[src/rtl/rom_arbiter_pkg.sv]
// Shared types and the round-robin selection helper for the ROM burst arbiter
// and other shared-resource controllers.
package rom_arbiter_pkg;

  localparam int unsigned RR_MAX = 32;

  typedef enum logic [1:0] {
    IDLE  = 2'd0,
    BURST = 2'd1,
    DRAIN = 2'd2
  } state_t;

  typedef struct packed {
    logic       found;
    logic [4:0] index;
  } rr_pick_t;

  // First set request bit searching upward from ptr+1, modulo n.
  function automatic rr_pick_t rr_next(input logic [RR_MAX-1:0] req,
                                       input int unsigned n,
                                       input int unsigned ptr);
    rr_pick_t    r;
    int unsigned idx;
    r = '0;
    for (int unsigned i = 1; i <= RR_MAX; i++) begin
      if (i <= n && !r.found) begin
        idx = (ptr + i) % n;
        if (req[idx[4:0]]) begin
          r.found = 1'b1;
          r.index = idx[4:0];
        end
      end
    end
    return r;
  endfunction

endpackage

[src/rtl/rr_arbiter.sv]
// Round-robin winner select with a registered pointer; the pointer moves to
// the winner whenever the owner accepts the grant.
module rr_arbiter
  import rom_arbiter_pkg::*;
#(
  parameter  int unsigned REQUESTERS = 4,
  localparam int unsigned IW         = $clog2(REQUESTERS)
) (
  input  logic                  clock,
  input  logic                  reset_n,
  input  logic [REQUESTERS-1:0] request,
  input  logic                  accept,
  output logic                  any,
  output logic [IW-1:0]         winner
);

  logic [IW-1:0] pointer;
  rr_pick_t      pick;

  always_comb begin
    pick   = rr_next(RR_MAX'(request), REQUESTERS, 32'(pointer));
    any    = pick.found;
    winner = IW'(pick.index);
  end

  always_ff @(posedge clock or negedge reset_n) begin
    if (!reset_n) begin
      pointer <= IW'(REQUESTERS - 1);
    end else if (accept && any) begin
      pointer <= winner;
    end
  end

endmodule

[src/rtl/rom_burst_arbiter.sv]
// Shares one registered-output ROM between several clients, serving one
// round-robin granted burst at a time and streaming tagged data back.
module rom_burst_arbiter
  import rom_arbiter_pkg::*;
#(
  parameter  int unsigned REQUESTERS = 4,
  parameter  int unsigned WIDTH      = 16,
  parameter  int unsigned DEPTH      = 10,
  localparam int unsigned AW         = $clog2(DEPTH),
  localparam int unsigned LW         = $clog2(DEPTH + 1),
  localparam int unsigned IW         = $clog2(REQUESTERS)
) (
  input  logic                           clock,
  input  logic                           reset_n,
  input  logic [REQUESTERS-1:0]          request,
  input  logic [REQUESTERS-1:0][AW-1:0]  base_address,
  input  logic [REQUESTERS-1:0][LW-1:0]  length,
  output logic [REQUESTERS-1:0]          grant,
  output logic [REQUESTERS-1:0]          done,
  output logic [AW-1:0]                  rom_address,
  input  logic [WIDTH-1:0]               rom_data,
  output logic [WIDTH-1:0]               data_out,
  output logic                           data_valid,
  output logic [IW-1:0]                  data_owner,
  output logic                           data_last
);

  localparam logic [LW-1:0] DEPTH_L   = LW'(DEPTH);
  localparam logic [AW-1:0] LAST_ADDR = AW'(DEPTH - 1);

  state_t        state;
  logic [IW-1:0] owner;
  logic [AW-1:0] address;
  logic [LW-1:0] count;
  logic          issue;
  logic          issue_last;
  logic [IW-1:0] issue_owner;
  logic          any;
  logic [IW-1:0] winner;
  logic [LW-1:0] winner_length;

  rr_arbiter #(.REQUESTERS(REQUESTERS)) u_rr (
    .clock   (clock),
    .reset_n (reset_n),
    .request (request),
    .accept  (state == IDLE),
    .any     (any),
    .winner  (winner)
  );

  assign winner_length = (length[winner] > DEPTH_L) ? DEPTH_L : length[winner];

  always_ff @(posedge clock or negedge reset_n) begin
    if (!reset_n) begin
      state   <= IDLE;
      owner   <= '0;
      address <= '0;
      count   <= '0;
    end else begin
      case (state)
        IDLE: begin
          if (any) begin
            owner   <= winner;
            address <= base_address[winner];
            count   <= winner_length;
            state   <= (winner_length == '0) ? DRAIN : BURST;
          end
        end
        BURST: begin
          address <= (address == LAST_ADDR) ? '0 : address + AW'(1);
          count   <= count - LW'(1);
          if (count == LW'(1)) state <= DRAIN;
        end
        DRAIN:   state <= IDLE;
        default: state <= IDLE;
      endcase
    end
  end

  // Issue flag tracks the ROM's one-cycle read latency.
  always_ff @(posedge clock or negedge reset_n) begin
    if (!reset_n) begin
      issue       <= 1'b0;
      issue_last  <= 1'b0;
      issue_owner <= '0;
    end else begin
      issue       <= (state == BURST);
      issue_last  <= (state == BURST) && (count == LW'(1));
      issue_owner <= (state == BURST) ? owner : '0;
    end
  end

  always_comb begin
    grant       = (state == BURST) ? (REQUESTERS'(1) << owner) : '0;
    done        = (state == DRAIN) ? (REQUESTERS'(1) << owner) : '0;
    rom_address = (state == BURST) ? address : '0;
    data_valid  = issue;
    data_last   = issue_last;
    data_owner  = issue_owner;
    // Stale ROM output (e.g. after a reset mid-burst) never leaks out.
    data_out    = issue ? rom_data : '0;
  end

endmodule

[config.mk]
export PLATFORM = sky130hd
export DESIGN_NAME = rom_burst_arbiter
export DESIGN_NICKNAME = d
export VERILOG_FILES = /design/src/rtl/rom_arbiter_pkg.sv /design/src/rtl/rr_arbiter.sv /design/src/rtl/rom_burst_arbiter.sv
export SDC_FILE = /design/constraint.sdc
export NUM_CORES = 1
export LEC_CHECK = 0
export BUFFER_PORTS_ARGS = -buffer_cell sky130_fd_sc_hd__clkbuf_2
export CAP_MARGIN = 10
export CELL_PAD_IN_SITES_DETAIL_PLACEMENT = 1
export CELL_PAD_IN_SITES_GLOBAL_PLACEMENT = 1
export CORE_MARGIN = 5
export CORE_UTILIZATION = 32
export DETAILED_ROUTE_END_ITERATION = 12
export PLACE_DENSITY_LB_ADDON = 0.1
export SYNTH_ARGS = -nofsm -noshare
export SYNTH_HDL_FRONTEND = slang
export SYNTH_SLANG_ARGS = --single-unit
[constraint.sdc]
create_clock -name clock -period 2.9 [get_ports clock]
set_input_delay 0.435 -clock clock [delete_from_list [all_inputs] [get_ports clock]]
set_output_delay 0.435 -clock clock [all_outputs]
set_load 0.005 [all_outputs]
==> summary by stage <==
Status
The run finished with clean final reports.

Clocking
The count of hold-fix buffers inserted at cts is 0. In this run the number of H-tree levels came out at 1. The clock insertion delay at the later pin of the skew report is 0.26 ns. The total setup buffers inserted after CTS is 0. Clock tree synthesis found a total of 18 sinks. The maximum buffer depth of the clock tree is 2. TritonCTS built the clock tree.

Clock tree synthesis inserted a total of 3 buffers. The count of instances resized after the clock tree is built is 0. The cell chosen for the clock root is clkbuf_8.

The clock-pin slew of the registers on the worst-case setup and hold paths is 0.07 ns.

Worst setup path
Grouping stages by cell kind, the critical path spends the most delay in simple AND/OR/NAND/NOR gates. Of all nets on the critical path, the largest fanout is 10. The cell at the slowest stage of the critical path is dfrtp_1.

STA classifies the critical path startpoint as a register. The stage delay of the slowest cell on the critical path is 0.50 ns. The critical path is of the register to output pin type.

The worst path buffer plus inverter count is 2. Walking the worst path, the cells encountered are nand2b_1, clkinv_1, and2_1, nor2b_1, clkbuf_2. The kind of end point of the critical path is an output pin. The worst path arrival time is 1.99 ns.

The required time of the critical path is 2.47 ns.

Route
The detailed-route wire length per cell is 14.4 um. Wires add up to 4270 um. The number of search-and-repair iterations in the first detailed-routing pass is 4. Using the TritonRoute via totals, the vias-per-cell ratio works out to 4.95.

The routed layout has 1,466 vias. The first-iteration detailed-routing DRC count is 41. The count of antenna-violating nets left after detailed routing is 0.

The count of unresolved DRC violations after routing is 0.

Synth
Of the synthesized area, sequential elements account for 0.327. For this run, asynchronously set or reset flops after synthesis account for 1.00. The cell area that synthesis handed to floorplanning was 1380 um^2. The top flip-flop cell by instance count after synthesis is dfrtp_1. When the netlist entered floorplanning its net count stood at 215.

The post-synthesis cell count is 159. Synthesis inferred 18 register bits. In this run, distinct cell masters in the synthesized netlist total 40. Dividing the synthesized area by the synthesized cell count gives 8.70 um^2. The synthesized design contains 0 enable-type register cells. During synthesis, Yosys emitted a total of 0 warnings.

GRT
The first-pass GRT wire length is 6870 um. The initial antenna violation count was 0. Entering global routing, the biggest net connects 19 pins. The total congestion overflow after global routing is 0.

The number of global-route vias before repair is 1,457. Across every metal layer, demand over resource in global routing totals 0.155.

Die
The effective utilization at floorplan is 0.325. The row count is 24. For this design the top-level I/O count stands at 86. In this run the vertical extent of the chip is 75.8 um. The die boundary width is 75.8 um. The core box area is 4260 um^2. The die covers 5740 um^2.

STA
Setup repair after global routing left no endpoint under its margin. The maximum clock frequency is 0.412 GHz. The worst clock skew is 0.00223 ns.

Setup violations remaining at the end of the flow were counted as 0. The slew at the pin closest to its max-slew limit is 0.579 ns. The final count of pins violating max slew is 0.

The number of failing hold endpoints at the final stage came to 0. Dividing the final minimum period by the clock period gives 0.837. Final hold analysis gives a worst-case slack of 0.113 ns.

Setup total negative slack on the finished layout was measured at 0 ns. The time the worst path needs with I/O delays and setup is 2.43 ns. Measured against its own limit, the worst slew margin works out to 0.611.

Final layout
The library cell used most frequently in the layout, excluding fill and tap cells, is clkbuf_2. After the last flow step, the layout net total stands at 301. The relative area change from synthesis to final layout is 37.5%. The count of placed standard cells in the final layout, fillers left out is 296. The top cell types in the final layout, fill and taps aside, are 85 x clkbuf_2, 22 x and2_1, 17 x mux2i_1. Of the cells placed in the final design, the portion with a size suffix greater than 1 is 0.410.

The total inserted antenna cells is 0. The filler cells instantiated in the layout total 552.

Placement
Routability-driven placement finished with a final weighted congestion of 0.719. In this run, placement finished with an instance count of 292. Port buffering added 85 buffers. After legalization and detailed placement, the total HPWL measured 3600 um.

Power and ir drop
The switching component of the power is 762 uW. The share of total power dissipated in sequential elements is 0.310. The share of power burned in combinational logic is 0.580. The maximum ir drop on the vdd rail is 309 uV.

The reported leakage power is 0.999 nW. The cell internal power dissipation is 973 uW. The power density over the cells is 912 nW/um^2. Of the total power, the share spent switching nets is 0.439.

The clock network fraction of design power is 0.109.

Flow run
The tool flagged a number of max-cap violations equal to 0.

Worst hold path
The min-delay analysis places its worst path in the category input port to asynchronous set/reset pin.
cells in the mapped netlist (2+ instances only):
| cell type | n | area share |
|---|---|---|
| a211oi_1 | 3 | 0.016 |
| a21oi_1 | 5 | 0.018 |
| a221o_1 | 2 | 0.014 |
| and2_1 | 22 | 0.099 |
| and3_1 | 2 | 0.0090 |
| buf_6 | 2 | 0.016 |
| clkbuf_1 | 4 | 0.011 |
| dfrtp_1 | 16 | 0.29 |
| dfstp_2 | 2 | 0.038 |
| ha_1 | 2 | 0.018 |
| inv_1 | 3 | 0.0081 |
| mux2_2 | 3 | 0.024 |
| mux2i_1 | 17 | 0.12 |
| nand2_1 | 12 | 0.033 |
| nand2b_1 | 6 | 0.027 |
| nor2_1 | 14 | 0.038 |
| nor2b_1 | 3 | 0.014 |
| nor3_1 | 5 | 0.018 |
| nor3b_1 | 3 | 0.016 |
| nor4_1 | 3 | 0.014 |
| o21ai_0 | 10 | 0.036 |
| o22ai_1 | 2 | 0.0090 |
power groups by stage:
stage | clock network (mW) | logic (mW) | registers (mW)
detailed placement | 0 | 1.03 | 0.545
CTS | 0.194 | 1.03 | 0.541
finish | 0.190 | 1.01 | 0.538
floorplan | 0 | 0.719 | 0.488
global route | 0.206 | 1.15 | 0.569
global placement | 0 | 1.01 | 0.539
worst register-to-register path: stages (launching register included):
cell	delay, ns
dfstp_2	0.59
nand3b_1	0.11
a31oi_2	0.48
buf_4	0.30
mux2i_1	0.20
mux2i_1	0.12
nor4_1	0.36
o22a_1	0.21
state kept, by name, indices dropped and copies added, names as in the netlist:
signal	cells
address	4
count	4
data_owner	2
owner	2
state	2
u_rr.pointer	2
data_last	1
data_valid	1
per-layer routing:
metal  share of wire  global-route usage  vias up
met1            0.45               0.198      667
met2            0.46               0.250       64
met4           0.016              0.0680        0
met5               0                   0        -
met3           0.074              0.0330        7
li1                -                   -      728
final timing paths:
check / to / cells after the start / from / slack (ns)
worst max register to register: state[1] / 7 / u_rr.pointer[1] / 0.47
worst min register to register: count[3] / 1 / count[3] / 0.51
worst max-delay path: grant[2] / 5 / state[1] / 0.47
worst min-delay path: data_owner[1] / 1 / reset_n / 0.11
max in group asynchronous: u_rr.pointer[0] / 1 / reset_n / 2.44
min in group clock: count[3] / 1 / count[3] / 0.51
logic make-up after synthesis:
kind of cell / share of synthesized area
buf+inv: 0.0434
flops: 0.327
compound gates: 0.157
mux: 0.147
xor+xnor: 0.00633
fa+ha+maj: 0.0181
simple gates: 0.300
cell type report:
| class | count | area [um^2] | share of cell area |
|---|---|---|---|
| inverters | 4 | 15.0 | 0.00789 |
| multi-input cells | 130 | 877 | 0.461 |
| clock buffers | 4 | 45.0 | 0.0237 |
| well taps | 52 | 65.1 | 0.0342 |
| repair buffers | 88 | 448 | 0.235 |
| flip-flops and latches | 18 | 453 | 0.238 |
stage by stage:
| step | utilization | power (mW) | cell area (um^2) | worst slack (ns) |
|---|---|---|---|---|
| after floorplan | - | 1.21 | 1380 | 1.03 |
| after global placement | 0.436 | 1.55 | 1860 | 0.540 |
| after detailed placement | 0.436 | 1.57 | 1860 | 0.470 |
| after CTS | 0.446 | 1.77 | 1900 | 0.450 |
| after global routing | 0.446 | 1.92 | 1900 | 0.209 |
| final | 0.446 | 1.73 | 1900 | 0.473 |
No activity file was read; power rests on OpenSTA's default activity.
